$ cat config.mk
export PLATFORM = sky130hd
export DESIGN_NAME = psum_drain
export DESIGN_NICKNAME = d
export VERILOG_FILES = /design/src/rtl/psum_drain.sv
export SDC_FILE = /design/constraint.sdc
export NUM_CORES = 1
export LEC_CHECK = 0
export CORE_ASPECT_RATIO = 0.75
export CORE_MARGIN = 2
export CORE_UTILIZATION = 50
export CTS_CLUSTER_DIAMETER = 40
export DETAILED_ROUTE_END_ITERATION = 7
export GPL_TIMING_DRIVEN = 0
export PLACE_DENSITY_LB_ADDON = 0.2
export SETUP_SLACK_MARGIN = 0.02
export SLEW_MARGIN = 10
export SYNTH_ARGS = -nofsm -noshare
export SYNTH_HDL_FRONTEND = slang
export SYNTH_SLANG_ARGS = --single-unit
$ cat constraint.sdc
create_clock -name clk -period 5.3 [get_ports clk]
set_clock_uncertainty 0.05 [all_clocks]
set_input_delay 1.06 -clock clk [delete_from_list [all_inputs] [get_ports clk]]
set_output_delay 1.06 -clock clk [all_outputs]
set_load 0.01 [all_outputs]
$ cat src/rtl/psum_drain.sv
// psum_drain - de-skews the bottom-row partial sums of the systolic array
// into one aligned vector per output row. Each vector is buffered in a small
// FIFO and handed downstream over a valid/ready handshake with end-of-tile
// framing. The array cannot be stalled, so vectors that arrive while the FIFO
// is full are dropped and flagged.
//
// Optional feature macro: PSUM_DRAIN_OVF_CNT_EN adds an 8-bit saturating
// drop counter on port ovf_cnt. It is cleared only by rst_n.
//
// Ports:
//   clk        system clock, rising edge
//   rst_n      synchronous reset, active-high (despite the name)
//   drain_clr  synchronous flush of the datapath; ovf_flag is kept
//   in_valid   qualifies column 0 of in_sum this cycle
//   in_sum     bottom-row sums, column j in bits [(j+1)*2*dw-1 : j*2*dw]
//   out_data   aligned vector at the FIFO head (0 when empty)
//   out_valid  FIFO non-empty
//   out_ready  downstream accepts; pop on out_valid && out_ready
//   out_last   head entry is the last row of its tile
//   ovf_flag   sticky: at least one aligned vector was dropped
//   ovf_cnt    (optional) saturating count of dropped vectors
module psum_drain #(
  parameter int data_width         = 23,
  parameter int w_tile_column_size = 3,
  parameter int TILE_ROWS          = 4,
  parameter int FIFO_DEPTH         = 4
) (
  input  logic                                         clk,
  input  logic                                         rst_n,
  input  logic                                         drain_clr,
  input  logic                                         in_valid,
  input  logic [2*data_width*w_tile_column_size-1:0]   in_sum,
  output logic [2*data_width*w_tile_column_size-1:0]   out_data,
  output logic                                         out_valid,
  input  logic                                         out_ready,
  output logic                                         out_last,
  output logic                                         ovf_flag
`ifdef PSUM_DRAIN_OVF_CNT_EN
  ,
  output logic [7:0]                                   ovf_cnt
`endif
);

  localparam int COLS = w_tile_column_size;
  localparam int SW   = 2 * data_width;
  localparam int VW   = SW * COLS;
  localparam int AW   = $clog2(FIFO_DEPTH);
  localparam int CW   = AW + 1;
  localparam int RW   = (TILE_ROWS > 1) ? $clog2(TILE_ROWS) : 1;
  localparam logic [CW-1:0] DEPTH_C = CW'(FIFO_DEPTH);
  localparam logic [RW-1:0] ROW_MAX = RW'(TILE_ROWS - 1);

  // Reset and drain_clr both flush the datapath; only reset touches ovf state.
  logic flush;
  assign flush = rst_n | drain_clr;

  logic [VW-1:0] aligned;
  logic          aligned_valid;

  // Column j is delayed by COLS-1-j stages so that all columns of one output
  // row line up with the last column, which passes straight through.
  for (genvar j = 0; j < COLS; j++) begin : g_col
    if (j == COLS - 1) begin : g_direct
      assign aligned[j*SW +: SW] = in_sum[j*SW +: SW];
    end else begin : g_delay
      localparam int D = COLS - 1 - j;
      logic [SW-1:0] pipe_q [D];

      always_ff @(posedge clk) begin
        if (flush) begin
          for (int s = 0; s < D; s++) pipe_q[s] <= '0;
        end else begin
          pipe_q[0] <= in_sum[j*SW +: SW];
          for (int s = 1; s < D; s++) pipe_q[s] <= pipe_q[s-1];
        end
      end

      assign aligned[j*SW +: SW] = pipe_q[D-1];
    end
  end

  // in_valid travels alongside column 0, so it becomes aligned_valid exactly
  // when the full row is presented on the aligned bus.
  if (COLS == 1) begin : g_vld_direct
    assign aligned_valid = in_valid;
  end else begin : g_vld_delay
    logic [COLS-2:0] vld_q;

    always_ff @(posedge clk) begin
      if (flush) begin
        vld_q <= '0;
      end else begin
        vld_q[0] <= in_valid;
        for (int s = 1; s < COLS - 1; s++) vld_q[s] <= vld_q[s-1];
      end
    end

    assign aligned_valid = vld_q[COLS-2];
  end

  logic [VW:0]   mem_q [FIFO_DEPTH];
  logic [AW-1:0] wr_ptr_q, rd_ptr_q;
  logic [CW-1:0] count_q;
  logic [RW-1:0] row_q;
  logic          ovf_flag_q;
  logic          empty, full, pop, push, drop, row_last;
  logic [VW:0]   head;

  assign empty    = (count_q == '0);
  assign full     = (count_q == DEPTH_C);
  assign pop      = !empty && out_ready;
  // A full FIFO can still accept when the head leaves in the same cycle.
  assign push     = aligned_valid && (!full || pop);
  assign drop     = aligned_valid && full && !pop;
  assign row_last = (row_q == ROW_MAX);

  // Pointers, occupancy and tile row position. The row counter advances on
  // dropped vectors too, so tile framing stays correct after an overflow.
  always_ff @(posedge clk) begin
    if (flush) begin
      wr_ptr_q <= '0;
      rd_ptr_q <= '0;
      count_q  <= '0;
      row_q    <= '0;
    end else begin
      if (push) wr_ptr_q <= wr_ptr_q + 1'b1;
      if (pop)  rd_ptr_q <= rd_ptr_q + 1'b1;
      if (push && !pop) begin
        count_q <= count_q + 1'b1;
      end else if (!push && pop) begin
        count_q <= count_q - 1'b1;
      end
      if (aligned_valid) begin
        if (row_last) row_q <= '0;
        else          row_q <= row_q + 1'b1;
      end
    end
  end

  // Storage needs no reset: outputs are gated by the occupancy count.
  always_ff @(posedge clk) begin
    if (push) mem_q[wr_ptr_q] <= {row_last, aligned};
  end

  // Sticky overflow flag; drain_clr leaves it alone.
  always_ff @(posedge clk) begin
    if (rst_n) begin
      ovf_flag_q <= 1'b0;
    end else if (!drain_clr && drop) begin
      ovf_flag_q <= 1'b1;
    end
  end

`ifdef PSUM_DRAIN_OVF_CNT_EN
  logic [7:0] ovf_cnt_q;

  // Saturating drop counter, held across drain_clr.
  always_ff @(posedge clk) begin
    if (rst_n) begin
      ovf_cnt_q <= '0;
    end else if (!drain_clr && drop && (ovf_cnt_q != 8'hFF)) begin
      ovf_cnt_q <= ovf_cnt_q + 1'b1;
    end
  end

  assign ovf_cnt = ovf_cnt_q;
`endif

  assign head      = mem_q[rd_ptr_q];
  assign out_valid = !empty;
  assign out_data  = empty ? '0 : head[VW-1:0];
  assign out_last  = !empty && head[VW];
  assign ovf_flag  = ovf_flag_q;

endmodule
# Yosys cells after proc, flatten, opt, wreduce, memory -nomap -nowiden
# Memories as Yosys holds them, arrays and structs flattened. A register that Yosys moved wholly into a read port is not among the register bits.
# Cells that the tools add are included.
# op_classes
n_addsub	5
n_mul	0
div	0
n_lt_le_gt_ge	0
eq_ne	2
shifts	0
n_mux	15
n_bitwise	3
n_reduce_logical	17
# op_table
op	n
$mux W138	1
$mux W46	3
$reduce_or A46 Y1	1
$logic_and A1 B1 Y1	8
$add A2 B1 Y2 const B	3
$mux W1	6
$mux W2	3
$mux W3	2
$logic_not A1 Y1	5
$add A3 B1 Y3 const B	1
$eq A3 B3 Y1 const B	1
$logic_not A3 Y1	1
$or A1 B1 Y1	3
$sub A3 B1 Y3 const B	1
$eq A2 B2 Y1 const B	1
$reduce_bool A2 Y1	1
$logic_or A1 B1 Y1	1
# totals
ff_bits	12
latchBits	0
ramBits	694
mem_bits_ro	0
out_inout_bits	141
word_cells	51
n_memories	3
# memory_table
name	words	width	rd	rd_clocked_by_memory_dff	write_ports	line_no	source
mem_q	4	139	1	1	1	101	logic [VW:0] mem_q [FIFO_DEPTH];
g_col[0].g_delay.pipe_q	2	46	2	0	2	67	logic [SW-1:0] pipe_q [D];
g_col[1].g_delay.pipe_q	1	46	1	0	1	67	

# Depth between registers and ports, before layout
# logic_depth
word_depth	9
mapped_depth	9
depth_no_buf	8

# Worst setup path after synthesis
# No wires, ideal clock.
# synth_path
path_type	input to register
startpoint	in out_ready
endpoint	mem mem_q[0][0] (netlist bit), enable pin
t_arrival_ns	4.450
t_required_ns	4.734
path_slack_ns	0.285
path_stages	2
n_path_buf	0
cell_sequence	or4b_2 -> and3_1
# synth_between
elab_chain_len	5
# synth_rtl
item	line_no	source
start, declared	35	input logic out_ready,
$logic_and A1 B1 Y1	111	assign pop = !empty && out_ready;
$logic_or A1 B1 Y1	113	assign push = aligned_valid && (!full || pop);
$logic_and A1 B1 Y1	113	
$mux W1	142	if (push) mem_q[wr_ptr_q] <= {row_last, aligned};
$mux W1 (implied by the code)	142	
end, declared	101	
# Every way passes these cells.

==> tab_implementation.tex <==
\begin{tabular}{lr}
\hline
Metric & Value \\
\hline
\multicolumn{2}{l}{\textbf{Clock tree}} \\
\quad Number of buffers on the longest clock path & 3 \\
\quad Worst-path clk slew & about 0.060 ns \\
\quad Count of hold buffers inserted by post-cts repair & 0 \\
\quad Count of cells resized by post-cts repair & 0 \\
\quad Clock tree sinks & between 700 and 800 \\
\quad Skew-Pair Late Insertion Delay & 0.59 ns \\
\quad Buffer type at the clock tree root & clkbuf\_16 \\
\quad Number of buffers inserted during clock tree synthesis & 75 \\
\quad Post-CTS Repair Setup Buffers & 0 \\
\quad TritonCTS clock tree & yes \\
\quad Number of H-tree levels & 3 \\
\multicolumn{2}{l}{\textbf{Synthesis}} \\
\quad Library cells used by synthesis & 26 \\
\quad Avg Cell Area, Syn & 20.43 um\^{}2 \\
\quad Synthesized net count & roughly 1400 \\
\quad Number of synthesized register bits & 708 \\
\quad Post-Synthesis Cells & between 1000 and 1500 \\
\quad Yosys warns & 0 \\
\quad Area of the mapped netlist & between 20000 and 30000 um\^{}2 \\
\quad Post-synthesis sequential area ratio & 77.96\% \\
\multicolumn{2}{l}{\textbf{Hold path}} \\
\quad Start point of the worst min-delay path & g\_col[0].g\_delay.pipe\_q[0][40] \\
\quad Hold/Removal Path Class & reg -> reg \\
\quad Instance count along the most critical hold path & 1 \\
\quad End of the worst hold path & g\_col[0].g\_delay.pipe\_q[0][86] \\
\multicolumn{2}{l}{\textbf{Setup path}} \\
\quad Cell family contributing the most delay on the critical path & buffers and inverters \\
\quad Worst path arrival time & between 3 and 4 ns \\
\quad Depth of the most critical reg-to-reg path & 4 \\
\quad Number of buffer and inverter instances along the worst setup path & 3 \\
\quad Crit-path cells & clkbuf\_1 > buf\_2 > mux4\_2 > and2\_1 > clkdlybuf4s50\_1 \\
\quad Kind of critical path & reg -> out \\
\quad Startpoint kind of the worst setup timing path & flip-flop \\
\quad Crit end category & primary output \\
\quad FF-to-FF End & mem\_q[3][59] \\
\quad Register-to-register setup slack & 2.83 ns \\
\quad Peak fanout along the critical path & 10 \\
\quad Cell with the biggest individual delay on the critical path & clkbuf\_1 \\
\quad Largest incremental delay on the critical path & approximately 0.77 ns \\
\quad FF-to-FF Start & count\_q[0] \\
\quad Crit path required time & between 4 and 5 ns \\
\multicolumn{2}{l}{\textbf{STA}} \\
\quad Relative max-transition margin & roughly a third \\
\quad Number of setup violations in the final report & 0 \\
\quad Setup repair after global routing missed its margin & false \\
\quad Post-route clock period utilization & about four fifths \\
\quad Slew at the pin closest to its max-slew limit & 1.022 ns \\
\quad Minimum period implied by the final worst setup slack & $\sim$4.3 ns \\
\quad Final count of pins violating max slew & 0 \\
\quad Timing-limited maximum frequency & between 200 and 250 MHz \\
\quad Final number of hold-violating endpoints & 0 \\
\quad Setup total negative slack & 0 ns \\
\multicolumn{2}{l}{\textbf{Placed design}} \\
\quad Routability congestion estimate & between 0.6 and 0.7 \\
\quad Port bufs & between 200 and 300 \\
\quad Final HPWL from detailed placement & about 30000 um \\
\quad \# placed instances & 2190 \\
\multicolumn{2}{l}{\textbf{Floorplan}} \\
\quad Overall die area & 52470 um\^{}2 \\
\quad Rows & 71 \\
\quad Number of I/O pins & 284 \\
\quad Area of the core & $\sim$50000 um\^{}2 \\
\quad Die outline width & 263.8 um \\
\quad Effective utilization at floorplan & 50.53\% \\
\quad Chip height & approximately 200 um \\
\multicolumn{2}{l}{\textbf{Route}} \\
\quad Routed length per instance & around 21 um \\
\quad Via-per-instance ratio & 5.170 \\
\quad Overall via count from detail\_route & 12078 \\
\quad DRC violation total after the first TritonRoute iteration & 997 \\
\quad Antenna Violating Nets Remaining & 1 \\
\quad Routed wire length & $\sim$49000 um \\
\quad First-pass detailed-route iteration total & 5 \\
\quad Post-route DRC & 0 \\
\multicolumn{2}{l}{\textbf{Power}} \\
\quad Standby leakage power & 10.39 nW \\
\quad Pwr per Cell Area & around 370 nW/um\^{}2 \\
\quad Total power after layout & $\sim$12 mW \\
\quad Largest vdd supply drop & roughly 0.00022 V \\
\multicolumn{2}{l}{\textbf{Final layout}} \\
\quad Layout cells sized above 1 & a little under a fifth \\
\quad Most common library cell in the layout ignoring fill and taps & edfxtp\_1 \\
\quad Most frequent cells in the layout & 556 x edfxtp\_1, 283 x clkdlybuf4s50\_1, 279 x and2\_1, 152 x dfxtp\_1, 139 x mux4\_2 \\
\quad Layout Nets & roughly 1800 \\
\quad Post-Layout Cell Count & approximately 2300 \\
\quad Area growth from synthesis to layout & 25.74\% \\
\multicolumn{2}{l}{\textbf{Flow run}} \\
\quad Max-capacitance violation count & 0 \\
\multicolumn{2}{l}{\textbf{Global route}} \\
\quad Initial antenna violation count & 4 \\
\quad Global-route track usage on met2 & 31.22\% \\
\quad GRT Util Overall & 18.92\% \\
\quad Met1 track demand over resource & between 20\% and 30\% \\
\quad Global-route congestion overflow total & 0 \\
\quad Vias in the first global route & around 12000 \\
\quad Fraction of met3 tracks used by global routing & between 4 and 5\% \\
\quad Most used routing layer & met2 \\
\quad Largest net degree at the start of global routing & 51 \\
\quad Global-route wire length before repair & 73370 um \\
\multicolumn{2}{l}{\textbf{Status}} \\
\quad Violations in the final reports & antenna rules \\
\quad Result of the run & finished, violations left \\
\hline
\end{tabular}
## metrics by stage
stage | worst slack [ns] | util, % | hold slack, ns | cell area, um^2
global placement | -3.134 | 57.83 | 0.3581 | 28970
detailed placement | 1.536 | 58.43 | 0.3651 | 29270
CTS | 0.8742 | 63.49 | 0.3813 | 31810
finish | 0.9712 | 63.54 | 0.3771 | 31830
global route | 0.7820 | 63.49 | 0.3876 | 31810
floorplan | 0.2847 | - | 0.3557 | 25320
## final cells by class
cell class / count / area [um^2]
sequential: 708 / 19740
buffer: 63 / 360.3
multi-input combinational: 463 / 5221
fill: 3557 / 18270
clock buffer: 100 / 2190
tap: 657 / 822.0
antenna: 9 / 22.52
inverter: 5 / 18.77
timing repair buffer: 294 / 3113
clock inverter: 37 / 347.8
## per-layer routing
| layer | routed length [um] | vias up |
|---|---|---|
| li1 | - | 5538 |
| met1 | 21070 | 6130 |
| met5 | 26 | - |
| met4 | 1137 | 4 |
| met2 | 24210 | 321 |
| met3 | 2720 | 85 |
## worst max-delay path by stage
stage | from | end | slack [ns] | cells after the start
2_1_floorplan | out_ready | mem_q[0][0] | 0.28 | 2
3_3_place_gp | out_ready | mem_q[0][107] | -3.13 | 3
3_5_place_dp | flip-flop | out_data[87] | 1.54 | 5
4_1_cts | count_q[0] | out_data[53] | 0.87 | 5
5_1_grt | count_q[0] | out_data[53] | 0.78 | 5
6_report | flip-flop | out_data[87] | 0.97 | 5
## sequential cells by signal, indices dropped and copies added (netlist names), named ones only
signal,flops
row_q,2
wr_ptr_q,2
mem_q,556
rd_ptr_q,2
g_vld_delay.vld_q,2
count_q,3
ovf_flag,1
g_col.g_delay.pipe_q,138
## power by group
part           internal, mW  total (mW)  switching (mW)
Combinational         0.248       0.422           0.174
Sequential             6.01        6.03          0.0253
Clock                  3.09        5.21            2.12
Total                  9.35        11.7            2.32
## synth_stat cells
cell / instances / area, um^2
edfxtp_1: 556 / 16700
and2_1: 279 / 1745
dfxtp_1: 152 / 3043
mux4_2: 139 / 3131
clkbuf_1: 33 / 123.9
buf_2: 14 / 70.07
buf_6: 14 / 157.7
nor2_1: 10 / 37.54
ha_1: 6 / 75.07
inv_1: 5 / 18.77
a21oi_1: 4 / 20.02
and3_1: 4 / 25.02
xor2_1: 4 / 35.03
o21ai_0: 3 / 15.01
buf_1: 2 / 7.510
mux2i_1: 2 / 20.02
nand3_1: 2 / 10.01
or3_1: 2 / 12.51
a31oi_1: 1 / 6.260
fa_1: 1 / 20.02
nor3b_1: 1 / 7.510
nor4b_1: 1 / 8.760
o311ai_0: 1 / 8.760
o31ai_1: 1 / 7.510
or2_2: 1 / 6.260
or4b_2: 1 / 10.01
## logic make-up after synthesis
logic type	count (synthesis)	synth area share, %
buffers and inverters	68	1.492
muxes	141	12.44
xor gates and xnor gates	4	0.1384
DFF	708	77.96
adders and majority gates	7	0.3756
AOI/OAI and AO/OA	10	0.2273
and+or+nand+nor	301	7.359
Note: power is estimated with default switching activity, not from simulation.
